===== config.mk =====
export PLATFORM = sky130hd
export DESIGN_NAME = hazard_ctrl
export DESIGN_NICKNAME = d
export VERILOG_FILES = /design/src/rtl/hazard_pkg.sv /design/src/rtl/hazard_fwd_unit.sv /design/src/rtl/hazard_ctrl.sv
export SDC_FILE = /design/constraint.sdc
export NUM_CORES = 1
export LEC_CHECK = 0
export ABC_AREA = 1
export BUFFER_PORTS_ARGS = -buffer_cell sky130_fd_sc_hd__buf_2
export CORE_MARGIN = 4
export CORE_UTILIZATION = 47
export DETAILED_ROUTE_END_ITERATION = 12
export GPL_ROUTABILITY_DRIVEN = 0
export PLACE_DENSITY_LB_ADDON = 0.08
export SLEW_MARGIN = 25
export SYNTH_ARGS = -nofsm -noshare
export SYNTH_HDL_FRONTEND = slang
export SYNTH_HIERARCHICAL = 1
export SYNTH_SLANG_ARGS = --single-unit

===== constraint.sdc =====
create_clock -name clk -period 1.57 [get_ports clk]
set_input_delay 0.0785 -clock clk [delete_from_list [all_inputs] [get_ports clk]]
set_output_delay 0.0785 -clock clk [all_outputs]
set_load 0.1 [all_outputs]

===== src/rtl/hazard_pkg.sv =====
// Shared types and constants for the pipeline hazard controller.
package hazard_pkg;

  typedef enum logic [1:0] {
    FWD_RF = 2'b00,
    FWD_W  = 2'b01,
    FWD_M  = 2'b10
  } fwd_sel_t;

  typedef enum logic [1:0] {
    RUN      = 2'b00,
    MEM_WAIT = 2'b01,
    FAULT    = 2'b10
  } state_t;

  // Architectural x0: never a forwarding or load-use source.
  localparam int unsigned REG_ZERO = 0;

endpackage


===== src/rtl/hazard_fwd_unit.sv =====
// Combinational forwarding select for one execute-stage operand.
module hazard_fwd_unit
  import hazard_pkg::*;
#(
  parameter int unsigned REG_ADDR_WIDTH = 5
) (
  input  logic [REG_ADDR_WIDTH-1:0] rs_e_i,
  input  logic [REG_ADDR_WIDTH-1:0] rd_m_i,
  input  logic [REG_ADDR_WIDTH-1:0] rd_w_i,
  input  logic                      reg_write_m_i,
  input  logic                      reg_write_w_i,
  output fwd_sel_t                  fwd_sel_o
);

  logic match_m;
  logic match_w;

  always_comb begin
    match_m = reg_write_m_i && (rd_m_i != REG_ADDR_WIDTH'(REG_ZERO)) && (rd_m_i == rs_e_i);
    match_w = reg_write_w_i && (rd_w_i != REG_ADDR_WIDTH'(REG_ZERO)) && (rd_w_i == rs_e_i);
    fwd_sel_o = FWD_RF;
    // M holds the younger write, so it wins when both stages match.
    if (match_m) begin
      fwd_sel_o = FWD_M;
    end else if (match_w) begin
      fwd_sel_o = FWD_W;
    end
  end

endmodule


===== src/rtl/hazard_ctrl.sv =====
// Pipeline stall/flush/forwarding controller with a data-memory wait FSM.
// Optional perf counters enabled by defining HAZARD_PERF_EN.
module hazard_ctrl
  import hazard_pkg::*;
#(
  parameter int unsigned REG_ADDR_WIDTH = 5,
  parameter int unsigned MAX_WAIT       = 16,
  parameter int unsigned CNT_WIDTH      = 5
) (
  input  logic                      clk,
  input  logic                      rst_n,
  input  logic [REG_ADDR_WIDTH-1:0] Rs1D_i,
  input  logic [REG_ADDR_WIDTH-1:0] Rs2D_i,
  input  logic [REG_ADDR_WIDTH-1:0] Rs1E_i,
  input  logic [REG_ADDR_WIDTH-1:0] Rs2E_i,
  input  logic [REG_ADDR_WIDTH-1:0] RdE_i,
  input  logic [REG_ADDR_WIDTH-1:0] RdM_i,
  input  logic [REG_ADDR_WIDTH-1:0] RdW_i,
  input  logic                      LoadE_i,
  input  logic                      RegWriteM_i,
  input  logic                      RegWriteW_i,
  input  logic                      PCSrcE_i,
  input  logic                      MemReqM_i,
  input  logic                      MemAck_i,
  output logic                      StallF_o,
  output logic                      StallD_o,
  output logic                      StallE_o,
  output logic                      StallM_o,
  output logic                      FlushD_o,
  output logic                      FlushE_o,
  output logic                      FlushW_o,
  output logic [1:0]                ForwardAE_o,
  output logic [1:0]                ForwardBE_o,
  output logic                      MemTimeout_o
`ifdef HAZARD_PERF_EN
  ,
  output logic [31:0]               StallCycles_o,
  output logic [31:0]               FlushCount_o
`endif
);

  state_t                 state_q, state_d;
  logic [CNT_WIDTH-1:0]   wait_cnt_q, wait_cnt_d;
  fwd_sel_t               fwd_a, fwd_b;
  logic                   mem_stall;
  logic                   lw_stall;
  logic                   branch_flush;
  logic                   load_use_hit;

  hazard_fwd_unit #(.REG_ADDR_WIDTH(REG_ADDR_WIDTH)) u_fwd_a (
    .rs_e_i        (Rs1E_i),
    .rd_m_i        (RdM_i),
    .rd_w_i        (RdW_i),
    .reg_write_m_i (RegWriteM_i),
    .reg_write_w_i (RegWriteW_i),
    .fwd_sel_o     (fwd_a)
  );

  hazard_fwd_unit #(.REG_ADDR_WIDTH(REG_ADDR_WIDTH)) u_fwd_b (
    .rs_e_i        (Rs2E_i),
    .rd_m_i        (RdM_i),
    .rd_w_i        (RdW_i),
    .reg_write_m_i (RegWriteM_i),
    .reg_write_w_i (RegWriteW_i),
    .fwd_sel_o     (fwd_b)
  );

  // In MEM_WAIT the stall drops in the ack (or request-withdrawn) cycle so the
  // pipeline advances on the same edge the FSM returns to RUN.
  always_comb begin
    mem_stall    = (((state_q == RUN) || (state_q == MEM_WAIT)) && MemReqM_i && !MemAck_i)
                   || (state_q == FAULT);
    load_use_hit = LoadE_i && (RdE_i != REG_ADDR_WIDTH'(REG_ZERO))
                   && ((RdE_i == Rs1D_i) || (RdE_i == Rs2D_i));
    branch_flush = PCSrcE_i && !mem_stall;
    lw_stall     = load_use_hit && !PCSrcE_i && !mem_stall;
  end

  always_comb begin
    state_d    = state_q;
    wait_cnt_d = wait_cnt_q;
    unique case (state_q)
      RUN: begin
        if (MemReqM_i && !MemAck_i) begin
          state_d    = MEM_WAIT;
          wait_cnt_d = CNT_WIDTH'(1);
        end
      end
      MEM_WAIT: begin
        if (MemAck_i || !MemReqM_i) begin
          state_d    = RUN;
          wait_cnt_d = '0;
        end else if (wait_cnt_q == CNT_WIDTH'(MAX_WAIT)) begin
          state_d = FAULT;
        end else begin
          wait_cnt_d = wait_cnt_q + CNT_WIDTH'(1);
        end
      end
      FAULT: begin
        state_d = FAULT;
      end
      default: begin
        state_d    = RUN;
        wait_cnt_d = '0;
      end
    endcase
  end

  always_ff @(posedge clk or negedge rst_n) begin
    if (!rst_n) begin
      state_q    <= RUN;
      wait_cnt_q <= '0;
    end else begin
      state_q    <= state_d;
      wait_cnt_q <= wait_cnt_d;
    end
  end

  always_comb begin
    StallF_o     = 1'b0;
    StallD_o     = 1'b0;
    StallE_o     = 1'b0;
    StallM_o     = 1'b0;
    FlushD_o     = 1'b0;
    FlushE_o     = 1'b0;
    FlushW_o     = 1'b0;
    ForwardAE_o  = FWD_RF;
    ForwardBE_o  = FWD_RF;
    MemTimeout_o = 1'b0;
    if (!rst_n) begin
      FlushD_o = 1'b1;
      FlushE_o = 1'b1;
      FlushW_o = 1'b1;
    end else begin
      ForwardAE_o  = fwd_a;
      ForwardBE_o  = fwd_b;
      MemTimeout_o = (state_q == FAULT);
      if (mem_stall) begin
        StallF_o = 1'b1;
        StallD_o = 1'b1;
        StallE_o = 1'b1;
        StallM_o = 1'b1;
        FlushW_o = 1'b1;
      end else if (branch_flush) begin
        FlushD_o = 1'b1;
        FlushE_o = 1'b1;
      end else if (lw_stall) begin
        StallF_o = 1'b1;
        StallD_o = 1'b1;
        FlushE_o = 1'b1;
      end
    end
  end

`ifdef HAZARD_PERF_EN
  logic [31:0] stall_cycles_q, stall_cycles_d;
  logic [31:0] flush_count_q,  flush_count_d;

  always_comb begin
    stall_cycles_d = stall_cycles_q;
    flush_count_d  = flush_count_q;
    if (StallF_o && (stall_cycles_q != '1)) begin
      stall_cycles_d = stall_cycles_q + 32'd1;
    end
    if (rst_n && (FlushD_o || FlushE_o) && (flush_count_q != '1)) begin
      flush_count_d = flush_count_q + 32'd1;
    end
  end

  always_ff @(posedge clk or negedge rst_n) begin
    if (!rst_n) begin
      stall_cycles_q <= '0;
      flush_count_q  <= '0;
    end else begin
      stall_cycles_q <= stall_cycles_d;
      flush_count_q  <= flush_count_d;
    end
  end

  assign StallCycles_o = stall_cycles_q;
  assign FlushCount_o  = flush_count_q;
`endif

endmodule


==> results.md, run 1 <==
* Maximum vdd drop at between 0.4 and 0.5 mV
* Global-route wire length before repair at between 5000 and 6000 um
* Final critical delay including setup and external delays at ~1.6 ns
* Routed wire per std cell at a little under 10 um
* Maximum number of pins on one net before global-route repair at 11
* Leakage Power at 0.00111 uW
* Buffer and inverter count on the worst path at 2
* Largest clock skew in the final design at around 0.0042 ns
* Part of the cycle the worst path needs at 0.998
* Initial antenna violation count at 0
* Worst Reg-to-Reg Cells at 8
* HPWL Detailed at approximately 2500 um
* Net count reported at finish at 337
* Maximum Capacitance Violations at 0
* Most frequently used flop master after synthesis: sky130_fd_sc_hd__dfrtp_1
* Number of global-route vias before repair at approximately 1,300
* Clock Sinks at 7
* Placed cell areas at 1640 um2
* Min-delay src: MemAck_i
* Stage delay of the slowest cell on the critical path at 0.42 ns
* Fraction of power consumed by combinational cells at 0.500
* Clk network pwr share at 0.235
* Register share of total power at 0.265
* Critical Path Sink Type: output port
* Critical path's slowest cell: sky130_fd_sc_hd__dfrtp_1
* Number of instances in the synthesized netlist at between 200 and 250
* TritonCTS clock tree: done
* Cell variety after synth at 25
* Final setup vio count at 0
* Post-layout util at 0.751
* Synth top cells by count: sky130_fd_sc_hd__nand2_1, sky130_fd_sc_hd__inv_1, sky130_fd_sc_hd__nor2_1, sky130_fd_sc_hd__nand3_1, sky130_fd_sc_hd__inv_2
* Status: finished, final reports clean
* Final instance area at 1740 um2
* Top post-synthesis cells by area: sky130_fd_sc_hd__nand2_1, sky130_fd_sc_hd__inv_1, sky130_fd_sc_hd__dfrtp_1
* Starting Density at 0.513
* Async set-reset flop share out of synthesis at 1.00
* Fillers at slightly below 200
* Critical path launch point: state_q[1]$_DFFE_PN0P_
* Layout cells sized above 1 at 0.320
* Row count at 17
* Detailed-route DRC error count at 0
* Cell-internal power at 416 uW
* Arrival time of the worst setup path at between 1 and 1.5 ns
* Floorplan die height at around 58 um
* WL final at 3100 um
* Footprint of the multi-input gates at roughly 810 um2
* Library cell with the highest instance count after synthesis: sky130_fd_sc_hd__nand2_1
* Num ports at 55
* Clock transition time at the flip-flop clock pins of the worst setup and hold paths at around 0.050 ns
* Mapped cell area at 1190 um2
* Count of synthesis-stage warnings from yosys at 6
* TritonCTS Buffers at 3
* Net load switching power at between 200 and 300 uW
* Vias per cell at 4.73
* Area of the core region at roughly 2300 um2
* Pre-Repair DR Iteration Count at 4
* Area overhead of the layout relative to synthesis at 46.4%
* Fmax at 0.638 GHz
* Startpoint kind of the worst setup timing path: flop
* Worst hold path stage count at 4
* Synthesized area per cell at between 5 and 6 um2
* Actual transition at the worst max-transition pin at 0.494 ns
* Clock insertion delay at the later pin of the skew report at 0.26 ns
* Number of antenna repair diodes at 0
* Normalized max-slew margin at 0.673
* Aggregate negative setup slack at 0 ns
* DIE WIDTH at 58.3 um
* P per Cell Area at ~410 nW/um2
* Category of cells accounting for the largest share of critical-path delay: simple AND/OR/NAND/NOR gates
* Data required time of the critical path at approximately 1.5 ns
* Critical R2R Launch: wait_cnt_q[0]$_DFFE_PN0P_
* Seq. cell area at about 180 um2
* Depth of the CTS H-tree at 1
* Overall global routing resource usage at 0.186
* Number of failing hold endpoints at the final stage at 0
* Largest area contributor in the netlist: sky130_fd_sc_hd__nand2_1
* Clock buffer depth at 2
* CP Cell Sequence: inv_2, nand2_4, nand4_1, nor2_2, nand3_2, nand2_8, buf_12
* Port Buffers at 54
* Vias post-DR at 1,509
* Clock tree root driver cell: sky130_fd_sc_hd__clkbuf_4
* Number of enable flip-flop cells after synthesis at 0
* DIE AREA at about 3400 um2
* Worst hold path type: in -> reg
* Sequential share of the synthesized area at 0.147
* Number of stages on the worst setup path at 7
* Drt initial violations at 75
* Total overflow reported by the global router at 0
* CP Class: reg -> out
* Number of nets still failing antenna checks after routing at 0
* Share of the synthesized area in the top cell type at 0.262
* Synthesized Nets at approximately 280
* Switching portion of total power at 0.413
* RSZ-0062 raised after global routing: true
* Flip-flop and latch count after synthesis at 7
* Max-slew violations at 0
* Critical Path Fanout Max at 4
==> state kept, by name (all words and copies together) (netlist names) <==
| register | count |
|---|---|
| wait_cnt_q | 5 |
| state_q | 2 |
==> per-stage QoR <==
step	instances	hold WS (ns)	power (uW)	worst slack [ns]
3_5_place_dp	308	-0.0216	534	0.203
5_1_grt	319	0.197	763	-0.0897
4_1_cts	316	0.171	713	0.00915
6_report	319	0.178	708	0.00382
3_3_place_gp	308	-0.0247	531	0.251
2_1_floorplan	231	-0.217	399	-0.314
==> worst min-delay path, stage by stage <==
cell and delay, ns:
sky130_fd_sc_hd__buf_2 0.11, sky130_fd_sc_hd__nor2_4 0.06, sky130_fd_sc_hd__nand4_1 0.08, sky130_fd_sc_hd__o21ai_1 0.06
==> logic make-up (layout without fill, tap and decap cells) <==
family | after synthesis | count (layout) | share of synthesized area
flip-flops | 7 | 7 | 0.147
buffers and inverters | 62 | 122 | 0.208
XOR/XNOR | 5 | 5 | 0.0368
AND/OR/NAND/NOR | 138 | 138 | 0.498
adder cells (fa/ha/maj) | 2 | 2 | 0.0210
AO/OA/AOI/OAI | 17 | 17 | 0.0883
==> power by group through the flow <==
stage          clock network [uW]  logic [uW]  registers (uW)
6_report                      166         354             188
5_1_grt                       187         388             188
4_1_cts                       173         352             187
3_5_place_dp                    0         344             190
3_3_place_gp                    0         340             190
2_1_floorplan                   0         209             189
==> per-layer routing <==
layer	wire length, um	up-vias	GRT usage
met5	0	-	0
met4	17	0	0.0364
met3	303	4	0.0417
met2	1390	67	0.316
met1	1390	633	0.242
li1	-	805	-
==> cells in the final DEF (no fill, tap or decap), drive strengths merged <==
cell type / n
dlygate4sd3: 1
nor4: 1
nand4: 4
inv: 57
nor3: 2
ha: 2
o21ai: 9
clkbuf: 5
nand3: 15
nand2: 88
buf: 59
xnor2: 2
a21oi: 4
xor2: 3
nor2: 28
o21bai: 1
o22ai: 1
dfrtp: 7
a21boi: 2
==> path summary, 6_finish.rpt <==
path                                        endpoint  slack, ns
setup / recovery                            StallF_o      0.004
hold / removal             wait_cnt_q[3]$_DFFE_PN0P_       0.18
setup reg to reg           wait_cnt_q[4]$_DFFE_PN0P_       0.23
hold reg to reg            wait_cnt_q[4]$_DFFE_PN0P_       0.55
max in group asynchronous  wait_cnt_q[1]$_DFFE_PN0P_       0.92
min in group asynchronous     state_q[0]$_DFFE_PN0P_       0.40
==> what timing repair did <==
| item | CTS | global route |
|---|---|---|
| endpoints found under the setup margin | 2 | 6 |
| hold buffers | 1 | 0 |
| resized for setup | 2 | 4 |
| buffers inserted | 3 | 3 |
| endpoints found under the hold margin | 7 | 0 |
| pin swaps | 2 | 4 |
==> cell type report <==
| class | count | share of cell area |
|---|---|---|
| Multi-Input combinational cell | 162 | 0.467 |
| Timing Repair Buffer | 61 | 0.274 |
| Tap cell | 28 | 0.0201 |
| Sequential cell | 7 | 0.101 |
| Inverter | 57 | 0.123 |
| Clock buffer | 4 | 0.0151 |
Note: power is estimated with default switching activity, not from simulation.
==> run 2: changes to the inputs <==
- ABC_CLOCK_PERIOD_IN_PS: default -> 1570
- CORE_ASPECT_RATIO: default -> 0.6
==> run 2 against run 1 <==
Worst setup slack gained 0.017 ns; sequential share of layout area shrank 0.21 points; combinational power grew 1%.
==> results.md, run 2 (synthesized netlist as in run 1, its figures left out) <==
* Arrival time of the worst setup path at 1.47 ns (-0.02 ns)
* Number of global-route vias before repair at 1,250 (-1.2%)
* P per Cell Area at 457 nW/um2 (+12%)
* Register ranked first by flip-flop count: wait_cnt_q
* Drt initial violations at 107 (+43%)
* Critical Path Sink Type: output port
* Aggregate negative setup slack at 0 ns (unchanged)
* Registers with the most flip-flops: wait_cnt_q x5, state_q x2
* Layout cells sized above 1 at 0.320 (unchanged)
* Global-route wire length before repair at 5290 um (+3.2%)
* TritonCTS Buffers at 3 (unchanged)
* Total overflow reported by the global router at 0 (unchanged)
* Floorplan die height at 47.0 um (-19%)
* Stage delay of the slowest cell on the critical path at 0.42 ns (about the same)
* DIE WIDTH at 73.0 um (+25%)
* Post-Place Cells at 311 (+0.97%)
* Actual transition at the worst max-transition pin at 0.315 ns (-0.179 ns)
* Final setup vio count at 0 (unchanged)
* Cell-internal power at 495 uW (+19%)
* Leakage Power at 0.00112 uW (+1.1%)
* Detailed-route DRC error count at 0 (unchanged)
* Critical Path Fanout Max at 3 (-1)
* Routed wire per std cell at 11.5 um (+18%)
* Worst hold path type: in -> reg
* Part of the cycle the worst path needs at 0.987 (-0.0110)
* Status: finished, final reports clean
* CP Cell Sequence: inv_2, nand2_4, nand4_1, nor2_2, nand3_2, nand2_8, buf_12
* Startpoint kind of the worst setup timing path: flop
* Final critical delay including setup and external delays at 1.55 ns (-0.0173 ns)
* Category of cells accounting for the largest share of critical-path delay: simple AND/OR/NAND/NOR gates
* WL final at 3680 um (+19%)
* Most common cell after layout, fill and taps aside: sky130_fd_sc_hd__nand2_1
* Maximum vdd drop at 0.216 mV (-47%)
* Clock tree root driver cell: sky130_fd_sc_hd__clkbuf_8
* Number of flip-flops under the largest register name at 5 (unchanged)
* Area overhead of the layout relative to synthesis at 49.4%
* Vias post-DR at 1,579 (+4.6%)
* DIE AREA at 3430 um2 (+0.78%)
* Critical path's slowest cell: sky130_fd_sc_hd__dfrtp_1
* Number of antenna repair diodes at 0 (unchanged)
* Max-slew violations at 0 (unchanged)
* Number of nets still failing antenna checks after routing at 0 (unchanged)
* Most used cells in the layout excluding fill and tap cells: sky130_fd_sc_hd__nand2_1, sky130_fd_sc_hd__inv_1, sky130_fd_sc_hd__buf_2
* Normalized max-slew margin at 0.788 (+0.115)
* Fmax at 0.646 GHz (+1.1%)
* Area of the core region at 2280 um2 (-1.8%)
* Port Buffers at 54 (unchanged)
* Clock Sinks at 7 (unchanged)
* HPWL Detailed at 2700 um (+7.0%)
* Switching portion of total power at 0.390 (-0.0223)
* Clock buffer depth at 2 (unchanged)
* Clock insertion delay at the later pin of the skew report at 0.23 ns (-0.03 ns)
* Starting Density at 0.523 (+0.00931)
* Number of failing hold endpoints at the final stage at 0 (unchanged)
* CP Class: reg -> out
* Vias per cell at 4.92 (+4.0%)
* Data required time of the critical path at 1.49 ns (about the same)
* Num ports at 55 (unchanged)
* Net load switching power at 317 uW (+8.5%)
* Fraction of power consumed by combinational cells at 0.441 (-0.059)
* Clk network pwr share at 0.327 (+0.092)
* Maximum Capacitance Violations at 0 (unchanged)
* Maximum number of pins on one net before global-route repair at 10 (-1)
* Overall global routing resource usage at 0.201 (+0.0147)
* TritonCTS clock tree: done
* Largest clock skew in the final design at 0.000582 ns (-0.00363 ns)
* Pre-Repair DR Iteration Count at 5 (+1)
* Net count reported at finish at 337 (unchanged)
* Post-Layout Cell Count at 321 (+0.63%)
* Initial antenna violation count at 0 (unchanged)
* Clock transition time at the flip-flop clock pins of the worst setup and hold paths at 0.04 ns (about the same)
* Register share of total power at 0.232 (-0.033)
* Buffer and inverter count on the worst path at 2 (unchanged)
* Row count at 13 (-4)
* Depth of the CTS H-tree at 1 (unchanged)
[run 2: path summary, 6_finish.rpt]
kind	startpoint	endpoint	slack (ns)	depth (start not counted)
max reg2reg	state_q[1]$_DFFE_PN0P_	wait_cnt_q[0]$_DFFE_PN0P_	0.15	9
max	state_q[1]$_DFFE_PN0P_	StallD_o	0.02	7
min	MemAck_i	wait_cnt_q[3]$_DFFE_PN0P_	0.20	4
min in group asynchronous	rst_n	state_q[1]$_DFFE_PN0P_	0.22	2
max in group asynchronous	rst_n	wait_cnt_q[1]$_DFFE_PN0P_	1.03	3
min reg2reg	wait_cnt_q[4]$_DFFE_PN0P_	wait_cnt_q[4]$_DFFE_PN0P_	0.57	2
[run 2: metal layers]
| metal | GRT usage | up-vias | share of wire |
|---|---|---|---|
| met5 | 0 | - | 0 |
| met4 | 0.0110 | 0 | 0.0043 |
| met3 | 0.0556 | 2 | 0.10 |
| met2 | 0.349 | 75 | 0.45 |
| met1 | 0.266 | 698 | 0.44 |
| li1 | - | 804 | - |
[run 2: power by group through the flow]
stage          combinational, uW  sequential, uW  clock (uW)
4_1_cts                      350             188         264
3_3_place_gp                 343             190           0
6_report                     359             188         266
2_1_floorplan                209             189           0
5_1_grt                      393             189         272
3_5_place_dp                 347             190           0
[run 2: worst min-delay path, delay by kind of cell]
family,cells,cell delay (ns)
buf+inv,1,0.11
compound gates,1,0.06
simple gates,2,0.14
[run 2: layout make-up]
| type | instances | area (um2) |
|---|---|---|
| Sequential cell | 7 | 175 |
| Multi-Input combinational cell | 162 | 811 |
| Timing Repair Buffer | 61 | 495 |
| Inverter | 57 | 214 |
| Tap cell | 30 | 37.5 |
| Clock buffer | 4 | 45.0 |
| Fill cell | 182 | 499 |
[run 2: what timing repair did]
action                                  4_1_cts  5_1_grt
gates cloned                                  0        0
buffers inserted                              0        5
pin swaps                                     0        5
hold buffers                                  1        0
endpoints found under the setup margin        2        4
hold endpoints to repair                      7        0
resized for setup                             1        6
[run 2: stage by stage]
stage                     total power (uW)  utilization  cell area (um2)  hold slack [ns]  setup slack (ns)
final                                  812        0.781             1780            0.198            0.0211
after global routing                   853        0.781             1780            0.226           -0.0185
after CTS                              803        0.755             1720            0.189           0.00156
after detailed placement               537        0.729             1660          -0.0826             0.222
after global placement                 534        0.729             1660          -0.0826             0.255
after floorplan                        399            -             1220           -0.217            -0.314
